<file path="src/rtl/bcd_clock_display_scan_if.sv">
// Display scan bus: BCD time fields and display controls in, segment/digit drives out.
interface bcd_clock_display_scan_if;
  logic [7:0] Hour;
  logic [7:0] Minute;
  logic [7:0] Second;
  logic [2:0] BlinkSel;
  logic       ColonOn;
  logic [6:0] Seg;
  logic [5:0] Dig;
  logic       Dp;

  modport master (
    output Hour, Minute, Second, BlinkSel, ColonOn,
    input  Seg, Dig, Dp
  );

  modport slave (
    input  Hour, Minute, Second, BlinkSel, ColonOn,
    output Seg, Dig, Dp
  );
endinterface

</file>
<file path="src/rtl/bcd_clock_display_scan.sv">
// 6-digit multiplexed common-anode 7-segment scanner for the HH:MM:SS clock.
// Per-frame input snapshot, dead time between slots, leading-zero blanking,
// dash for non-BCD nibbles and per-field blinking.
//
// state   | meaning
// --------+-------------------------------
// SLOT_HT | digit 0, hour tens
// SLOT_HU | digit 1, hour units (colon dp)
// SLOT_MT | digit 2, minute tens
// SLOT_MU | digit 3, minute units (colon dp)
// SLOT_ST | digit 4, second tens
// SLOT_SU | digit 5, second units; snapshot taken at its last cycle
module bcd_clock_display_scan #(
  parameter int SCAN_DIV     = 50000,
  parameter int DEAD         = 2,
  parameter int BLINK_FRAMES = 83,
  parameter int LZB          = 1
) (
  input  logic                      CP,
  input  logic                      CR,
  bcd_clock_display_scan_if.slave   bus
);

  localparam int SW = (SCAN_DIV > 1) ? $clog2(SCAN_DIV) : 1;
  localparam int FW = (BLINK_FRAMES > 1) ? $clog2(BLINK_FRAMES) : 1;
  localparam logic [SW-1:0] SCAN_LAST  = SW'(SCAN_DIV - 1);
  localparam logic [SW-1:0] DEAD_CNT   = SW'(DEAD);
  localparam logic [FW-1:0] FRAME_LAST = FW'(BLINK_FRAMES - 1);

  typedef enum logic [2:0] {
    SLOT_HT = 3'd0,
    SLOT_HU = 3'd1,
    SLOT_MT = 3'd2,
    SLOT_MU = 3'd3,
    SLOT_ST = 3'd4,
    SLOT_SU = 3'd5
  } slot_t;

  slot_t         slot, slot_nxt;
  logic [SW-1:0] scan_cnt, scan_nxt;
  logic [FW-1:0] frame_cnt, frame_nxt;
  logic          blink_phase, phase_nxt;
  logic          snap_load;
  logic [7:0]    snap_hour, snap_min, snap_sec;

  logic [3:0]    nibble;
  logic          field_blink;
  logic [6:0]    seg_d, seg_q;
  logic [5:0]    dig_d, dig_q;
  logic          dp_d, dp_q;

  function automatic logic [6:0] seg_decode(input logic [3:0] d);
    case (d)
      4'd0:    seg_decode = 7'h40;
      4'd1:    seg_decode = 7'h79;
      4'd2:    seg_decode = 7'h24;
      4'd3:    seg_decode = 7'h30;
      4'd4:    seg_decode = 7'h19;
      4'd5:    seg_decode = 7'h12;
      4'd6:    seg_decode = 7'h02;
      4'd7:    seg_decode = 7'h78;
      4'd8:    seg_decode = 7'h00;
      4'd9:    seg_decode = 7'h10;
      default: seg_decode = 7'h3F;
    endcase
  endfunction

  // State register: scan timer, slot, blink timing and the frame snapshot.
  always_ff @(posedge CP) begin
    if (CR) begin
      scan_cnt    <= '0;
      slot        <= SLOT_HT;
      frame_cnt   <= '0;
      blink_phase <= 1'b0;
      snap_hour   <= '0;
      snap_min    <= '0;
      snap_sec    <= '0;
    end else begin
      scan_cnt    <= scan_nxt;
      slot        <= slot_nxt;
      frame_cnt   <= frame_nxt;
      blink_phase <= phase_nxt;
      if (snap_load) begin
        snap_hour <= bus.Hour;
        snap_min  <= bus.Minute;
        snap_sec  <= bus.Second;
      end
    end
  end

  // Next state: advance the slot at terminal count; frame end loads the snapshot and steps blink.
  always_comb begin
    scan_nxt  = scan_cnt + 1'b1;
    slot_nxt  = slot;
    frame_nxt = frame_cnt;
    phase_nxt = blink_phase;
    snap_load = 1'b0;
    if (scan_cnt == SCAN_LAST) begin
      scan_nxt = '0;
      case (slot)
        SLOT_HT: slot_nxt = SLOT_HU;
        SLOT_HU: slot_nxt = SLOT_MT;
        SLOT_MT: slot_nxt = SLOT_MU;
        SLOT_MU: slot_nxt = SLOT_ST;
        SLOT_ST: slot_nxt = SLOT_SU;
        SLOT_SU: begin
          slot_nxt  = SLOT_HT;
          snap_load = 1'b1;
          if (frame_cnt == FRAME_LAST) begin
            frame_nxt = '0;
            phase_nxt = ~blink_phase;
          end else begin
            frame_nxt = frame_cnt + 1'b1;
          end
        end
        default: slot_nxt = SLOT_HT;
      endcase
    end
  end

  // Output decode for the current slot; the dead window keeps every digit dark.
  always_comb begin
    case (slot)
      SLOT_HT: begin nibble = snap_hour[7:4]; field_blink = bus.BlinkSel[0]; end
      SLOT_HU: begin nibble = snap_hour[3:0]; field_blink = bus.BlinkSel[0]; end
      SLOT_MT: begin nibble = snap_min[7:4];  field_blink = bus.BlinkSel[1]; end
      SLOT_MU: begin nibble = snap_min[3:0];  field_blink = bus.BlinkSel[1]; end
      SLOT_ST: begin nibble = snap_sec[7:4];  field_blink = bus.BlinkSel[2]; end
      SLOT_SU: begin nibble = snap_sec[3:0];  field_blink = bus.BlinkSel[2]; end
      default: begin nibble = 4'd0;           field_blink = 1'b0;            end
    endcase

    seg_d = 7'h7F;
    dig_d = 6'h3F;
    dp_d  = 1'b1;
    if (scan_cnt >= DEAD_CNT) begin
      dig_d = ~(6'b000001 << slot);
      seg_d = seg_decode(nibble);
      // Hour tens of zero goes dark but the digit stays enabled to keep brightness even.
      if ((LZB != 0) && (slot == SLOT_HT) && (nibble == 4'd0))
        seg_d = 7'h7F;
      if (blink_phase && field_blink)
        seg_d = 7'h7F;
      if ((slot == SLOT_HU) || (slot == SLOT_MU))
        dp_d = ~bus.ColonOn;
    end
  end

  // Output register: one cycle behind the scan state, all dark under reset.
  always_ff @(posedge CP) begin
    if (CR) begin
      seg_q <= 7'h7F;
      dig_q <= 6'h3F;
      dp_q  <= 1'b1;
    end else begin
      seg_q <= seg_d;
      dig_q <= dig_d;
      dp_q  <= dp_d;
    end
  end

  assign bus.Seg = seg_q;
  assign bus.Dig = dig_q;
  assign bus.Dp  = dp_q;

endmodule

</file>
<file path="src/flat_wrapper.sv">
// flat-port wrapper written by rule: the top's interface ports become plain ports
module bcd_clock_display_scan_flat 
#(
  parameter int SCAN_DIV     = 50000,
  parameter int DEAD         = 2,
  parameter int BLINK_FRAMES = 83,
  parameter int LZB          = 1
)
  (CP, CR, bus_Hour, bus_Minute, bus_Second, bus_BlinkSel, bus_ColonOn, bus_Seg, bus_Dig, bus_Dp);
  bcd_clock_display_scan_if bus_i ();
  input  logic CP;
  input  logic CR;
  input wire logic [$bits(bus_i.Hour)-1:0] bus_Hour;
  input wire logic [$bits(bus_i.Minute)-1:0] bus_Minute;
  input wire logic [$bits(bus_i.Second)-1:0] bus_Second;
  input wire logic [$bits(bus_i.BlinkSel)-1:0] bus_BlinkSel;
  input wire logic [$bits(bus_i.ColonOn)-1:0] bus_ColonOn;
  output wire logic [$bits(bus_i.Seg)-1:0] bus_Seg;
  output wire logic [$bits(bus_i.Dig)-1:0] bus_Dig;
  output wire logic [$bits(bus_i.Dp)-1:0] bus_Dp;
  assign bus_i.Hour = bus_Hour;
  assign bus_i.Minute = bus_Minute;
  assign bus_i.Second = bus_Second;
  assign bus_i.BlinkSel = bus_BlinkSel;
  assign bus_i.ColonOn = bus_ColonOn;
  assign bus_Seg = bus_i.Seg;
  assign bus_Dig = bus_i.Dig;
  assign bus_Dp = bus_i.Dp;
  bcd_clock_display_scan #(.SCAN_DIV(SCAN_DIV), .DEAD(DEAD), .BLINK_FRAMES(BLINK_FRAMES), .LZB(LZB)) u_core (.CP(CP), .CR(CR), .bus(bus_i));
endmodule
</file>
<file path="config.mk">
export PLATFORM = sky130hd
export DESIGN_NAME = bcd_clock_display_scan_flat
export DESIGN_NICKNAME = d
export VERILOG_FILES = /design/src/rtl/bcd_clock_display_scan_if.sv /design/src/rtl/bcd_clock_display_scan.sv /design/src/flat_wrapper.sv
export SDC_FILE = /design/constraint.sdc
export NUM_CORES = 1
export LEC_CHECK = 0
export ABC_AREA = 1
export BUFFER_PORTS_ARGS = -buffer_cell sky130_fd_sc_hd__buf_2
export CAP_MARGIN = 10
export CORE_MARGIN = 2
export CORE_UTILIZATION = 62
export CTS_BUF_LIST = sky130_fd_sc_hd__clkbuf_16
export DETAILED_ROUTE_END_ITERATION = 10
export PLACE_DENSITY = 0.85
export SLEW_MARGIN = 15
export SYNTH_ARGS = -nofsm -noshare
export SYNTH_HDL_FRONTEND = slang
export SYNTH_SLANG_ARGS = --single-unit
export TNS_END_PERCENT = 100
</file>
<file path="constraint.sdc">
create_clock -name CP -period 4 [get_ports CP]
set_input_delay 0.2 -clock CP [delete_from_list [all_inputs] [get_ports CP]]
set_output_delay 0.2 -clock CP [all_outputs]
set_load 0.01 [all_outputs]
</file>
=== Yosys cells after proc, flatten, opt, wreduce, memory -nomap -nowiden ===
Memories as Yosys holds them, arrays and structs flattened. A register that Yosys moved wholly into a read port is not among the register bits.
Cells that the tools add are included.

* Register bits after elaboration: 58
* ROM bits: 112
* Memories kept: 1
* Word-level logic and storage cells: 46

* Add/sub/neg operators: 2
* Shifts and indexed selects: 1
* Mux-type cells: 6
* Bitwise gates (word level): 5
* $lt $le $gt $ge: 1
* Eq/ne operators: 7
* Reductions and logical operators: 14

{| class="wikitable"
|+ Memories
! memory !! words !! width !! read ports !! clocked after memory_dff !! wr ports !! line !! RTL
|-
| (name not given) || 16 || 7 || 1 || 1 || 0 || bcd_clock_display_scan.sv:53 || <nowiki>case (d)</nowiki>
|}

{| class="wikitable"
|+ Operators by type and width
! cell !! count
|-
| $pmux 4 s6 || 1
|-
| $add 16x1->16 const B || 1
|-
| $eq 16x16->1 const B || 1
|-
| $ge 16x2->1 const B || 1
|-
| $pmux 3 s5 || 1
|-
| $reduce_or 2->1 || 5
|-
| $add 7x1->7 const B || 1
|-
| $eq 7x7->1 const B || 1
|-
| $mux 7 || 1
|-
| $eq 3x2->1 const B || 2
|-
| $eq 3x3->1 const B || 2
|-
| $not 6->6 || 1
|-
| $shl 1x3->6 const A || 1
|-
| $logic_not 4->1 || 1
|-
| $not 1->1 || 4
|-
| $reduce_or 4->1 || 1
|-
| $eq 3x1->1 const B || 1
|-
| $logic_not 3->1 || 1
|-
| $pmux 1 s3 || 1
|-
| $reduce_and 3->1 || 1
|-
| $reduce_or 3->1 || 1
|-
| $logic_and 1x1->1 || 2
|-
| $mux 1 || 2
|-
| $reduce_and 2->1 || 1
|-
| $logic_or 1x1->1 || 1
|}

=== Depth between registers and ports, before layout ===
* Depth after elaboration: 5
* Gate-level depth with buffers: 16
* Depth with buffers taken out: 15

=== Worst setup path before layout ===
OpenSTA, ideal clock, no wires.

* Kind: flip-flop to flip-flop
* Start point: reg u_core.slot[1]
* End point: reg u_core.seg_q[1] (netlist: u_core.bus.Seg[1])
* Clock period less this slack: 1.788 ns
* Slack: 2.212 ns
* Arrival time: 1.659 ns
* Cell stages (with the launch flop): 15
* Cells stage by stage: dfxtp_1 > buf_6 > nor2_2 > inv_1 > nor2_1 > nand2_1 > nand2_1 > inv_1 > nand2_2 > inv_1 > ha_1 > inv_1 > nor2_1 > a21oi_4 > nand3_1

* Word-level cells in the longest chain between the ends: 5

{| class="wikitable"
|+ RTL lines
! what !! line !! RTL
|-
| start: declaration || bcd_clock_display_scan.sv:39 || <nowiki>slot_t slot, slot_nxt;</nowiki>
|-
| start signal: assignment || bcd_clock_display_scan.sv:80 || <nowiki>slot <= slot_nxt;</nowiki>
|-
| $eq 3x3->1, or another cell as far along || bcd_clock_display_scan.sv:123 || <nowiki>case (slot)</nowiki>
|-
| $pmux 4 s6 or $reduce_or 2->1 (tied branches) || n/a ||
|-
| $logic_not 4->1 or $pmux 1 s3 (tied branches) || bcd_clock_display_scan.sv:140, bcd_clock_display_scan.sv:123 ||
|-
| $logic_and 1x1->1, on equally long branches || bcd_clock_display_scan.sv:140, bcd_clock_display_scan.sv:142 ||
|-
| $reduce_or 4->1 (no source line) || n/a ||
|-
| end: declaration || bcd_clock_display_scan.sv:48 || <nowiki>logic [6:0] seg_d, seg_q;</nowiki>
|}

Several ways; a longest one is shown, not always the timed one.
A chain may end at the register's enable or synchronous reset.

=== Final worst setup path ===
* Start point: reg u_core.slot[0]
* End point: reg u_core.seg_q[2] (netlist: u_core.bus.Seg[2])

The elaborated chain is that of the path after synthesis.

==> impl_metrics.env <==
export IMPL_clkTransAtPathRegs_ps=50
export IMPL_cts_sinks=65
export IMPL_timing_final_crit_share_pct=56.0
export IMPL_layout_common_cells="nand2_1, dfxtp_1, nor2_1, buf_2, inv_1"
export IMPL_min_to="u_core.bus.Dp"
export IMPL_timing_hold_ws_ps=86.2
export IMPL_grt_pass1_vias=2953
export IMPL_synth_area_mm2=0.00323
export IMPL_num_io_pins=44
export IMPL_finalMaxSlewViolations=0
export IMPL_ys_warn_count=0
export IMPL_worst_ep_required_time_ps=4200
export IMPL_grt_total_usage_pct=27.0
export IMPL_synth_nets=475
export IMPL_fillers=401
export IMPL_r2r_slack_ps=1760
export IMPL_post_cts_buffers=0
export IMPL_die_area_mm2=0.00580
export IMPL_critPathCaptureType="flip-flop"
export IMPL_arrival_ps=2440
export IMPL_slew_limit_headroom_pct=54.6
export IMPL_die_x_um=76.2
export IMPL_core_area_mm2=0.00507
export IMPL_area_growth_pct=16.7
export IMPL_regArea_mm2=0.00130
export IMPL_gp_congestion=0.911
export IMPL_crit_fanout=14
export IMPL_outcome="complete, no violations"
export IMPL_worstSetupStartpointType="flip-flop"
export IMPL_nNetsFinal=518
export IMPL_cts_root_buf="clkbuf_16"
export IMPL_hold_path_startpoint="bus_ColonOn"
export IMPL_cts_tree="done"
export IMPL_layout_drive_gt1_share_pct=24.2
export IMPL_wirelength_um=7380
export IMPL_yosysSeqAreaShare_pct=40.3
export IMPL_synth_cell_types=35
export IMPL_rows=26
export IMPL_grt_pass1_wl_um=12800
export IMPL_grt_overflow=0
export IMPL_ys_ff_latch=65
export IMPL_num_antenna_cells=0
export IMPL_grt_antenna_before_repair=0
export IMPL_via_per_inst=5.46
export IMPL_tightest_slew_ps=680
export IMPL_fmax_ghz=0.446
export IMPL_ant_nets=0
export IMPL_setup_tns_final_ps=0
export IMPL_maxCapViolCount=0
export IMPL_grt_max_degree=28
export IMPL_synthCells=436
export IMPL_fin_crit_ps=2240
export IMPL_worst_r2r_cell_count=12
export IMPL_r2r_end="u_core.bus.Seg[2]"
export IMPL_hold_viol=0
export IMPL_hpwlAfterDp_um=5000
export IMPL_drc=0
export IMPL_setup_viol=0
export IMPL_worstSkewPairLatency_ps=330
export IMPL_die_y_um=76.2
export IMPL_power_density_mw_per_mm2=420
export IMPL_multi_input_area_mm2=0.00164
export IMPL_power_leakage_nw=1.62
export IMPL_layout_commonest_cell="nand2_1"
export IMPL_cts_htree_levels=3
export IMPL_criticalPathCategory="reg -> reg"
export IMPL_post_route_util_pct=74.3
export IMPL_cts_hold_buf=0
export IMPL_cts_resized=0
export IMPL_vias=3023
export IMPL_clockBufferDepth=2
export IMPL_synth_avg_cell_area_um2=7.40
export IMPL_numCtsBuffers=9
export IMPL_min_path_type="in -> reg"
export IMPL_wl_per_cell_um=13.3
export IMPL_first_pass_iters=5
export IMPL_drt_iter0_drc=186
export IMPL_rsz0062_at_grt="no"
export IMPL_io_buffers=43
export IMPL_irDropWorstVdd_mv=0.320
export IMPL_start_util_pct=63.6
export IMPL_reg2reg_from="u_core.slot[0]"
export IMPL_hold_path_depth=2
export IMPL_skew_ps=3.74
[area by class of cell]
cell class / count / area share (%)
clock buffer: 9 / 5.98
clock inverter: 7 / 2.92
inverter: 50 / 4.98
multi-input combinational: 310 / 43.6
sequential: 65 / 34.5
tap: 70 / 2.32
timing repair buffer: 43 / 5.71
[metrics by stage]
stage                     setup WS, ps  area [µm²]  cells  total power (W)
after floorplan                   2210        3230    436         0.000689
after global placement            1890        3430    538         0.000712
after detailed placement          1820        3430    538         0.000714
after CTS                         1790        3770    554          0.00159
after global routing              1550        3770    554          0.00162
final                             1760        3770    554          0.00158
[per-layer routing]
layer | GRT usage, % | part of all wire (%) | vias up
li1 | - | - | 1503
met1 | 29.3 | 40 | 1358
met2 | 49.2 | 50 | 122
met3 | 5.92 | 5.9 | 40
met4 | 14.4 | 4.2 | 0
met5 | 0 | 0 | -
[sequential cells by signal, summed over array words and instances (netlist names)]
| name | flops |
|---|---|
| u_core.snap_sec | 8 |
| u_core.slot | 3 |
| u_core.snap_hour | 8 |
| u_core.blink_phase | 1 |
| u_core.scan_cnt | 16 |
| u_core.bus.Dp | 1 |
| u_core.snap_min | 8 |
| u_core.bus.Dig | 6 |
| u_core.bus.Seg | 7 |
| u_core.frame_cnt | 7 |
[critical path: stages (launching register included)]
cell     delay (ps)
dfxtp_1         660
inv_2           170
nor2_1          250
nand2_1          70
nand2_1          70
inv_1            40
nand2_2         100
inv_1            90
ha_1            210
inv_1            50
nor2_1           60
a21oi_4         220
nand3_1         100
[power breakdown]
| group | internal (W) | switching, W |
|---|---|---|
| Combinational | 0.0000185 | 0.0000269 |
| Sequential | 0.000652 | 0.00000340 |
| Clock | 0.000602 | 0.000279 |
| Total | 0.00127 | 0.000309 |
[Yosys cell counts, drive strengths merged]
library cell	count	share of area (%)
nor3	7	1.2
ha	9	3.5
inv	49	5.7
xor2	6	1.6
a21oi	22	3.8
a211oi	1	0.23
buf	9	2.8
or2	1	0.19
o211ai	1	0.23
and3	1	0.19
nand3b	2	0.46
clkbuf	2	0.23
nand2	78	10
nand4	18	3.7
a31oi	1	0.19
nor3b	2	0.46
nand3	31	5.0
dfxtp	65	40
o21ai	36	5.8
nor2	94	14
clkinv	1	0.12
[cells by family (layout without fill, tap and decap cells)]
logic type / count (synthesis) / after routing / synth area share [%]
DFF: 65 / 65 / 40.3
and+or+nand+nor: 234 / 234 / 35.5
adders and majority gates: 9 / 9 / 3.49
AOI/OAI and AO/OA: 61 / 61 / 10.2
buffers and inverters: 61 / 109 / 8.84
xor gates and xnor gates: 6 / 6 / 1.63
[worst max-delay path by stage]
stage | from | to | slack, ps | depth (start not counted)
after floorplan | u_core.slot[1] | u_core.bus.Seg[1] | 2210 | 14
after global placement | u_core.slot[1] | u_core.bus.Seg[2] | 1890 | 13
after detailed placement | u_core.slot[0] | u_core.bus.Seg[2] | 1820 | 12
after CTS | u_core.slot[0] | u_core.bus.Seg[2] | 1790 | 12
after global routing | u_core.slot[0] | u_core.bus.Seg[2] | 1550 | 12
final | u_core.slot[0] | u_core.bus.Seg[2] | 1760 | 12
Power figures use the tool's default switching activity.
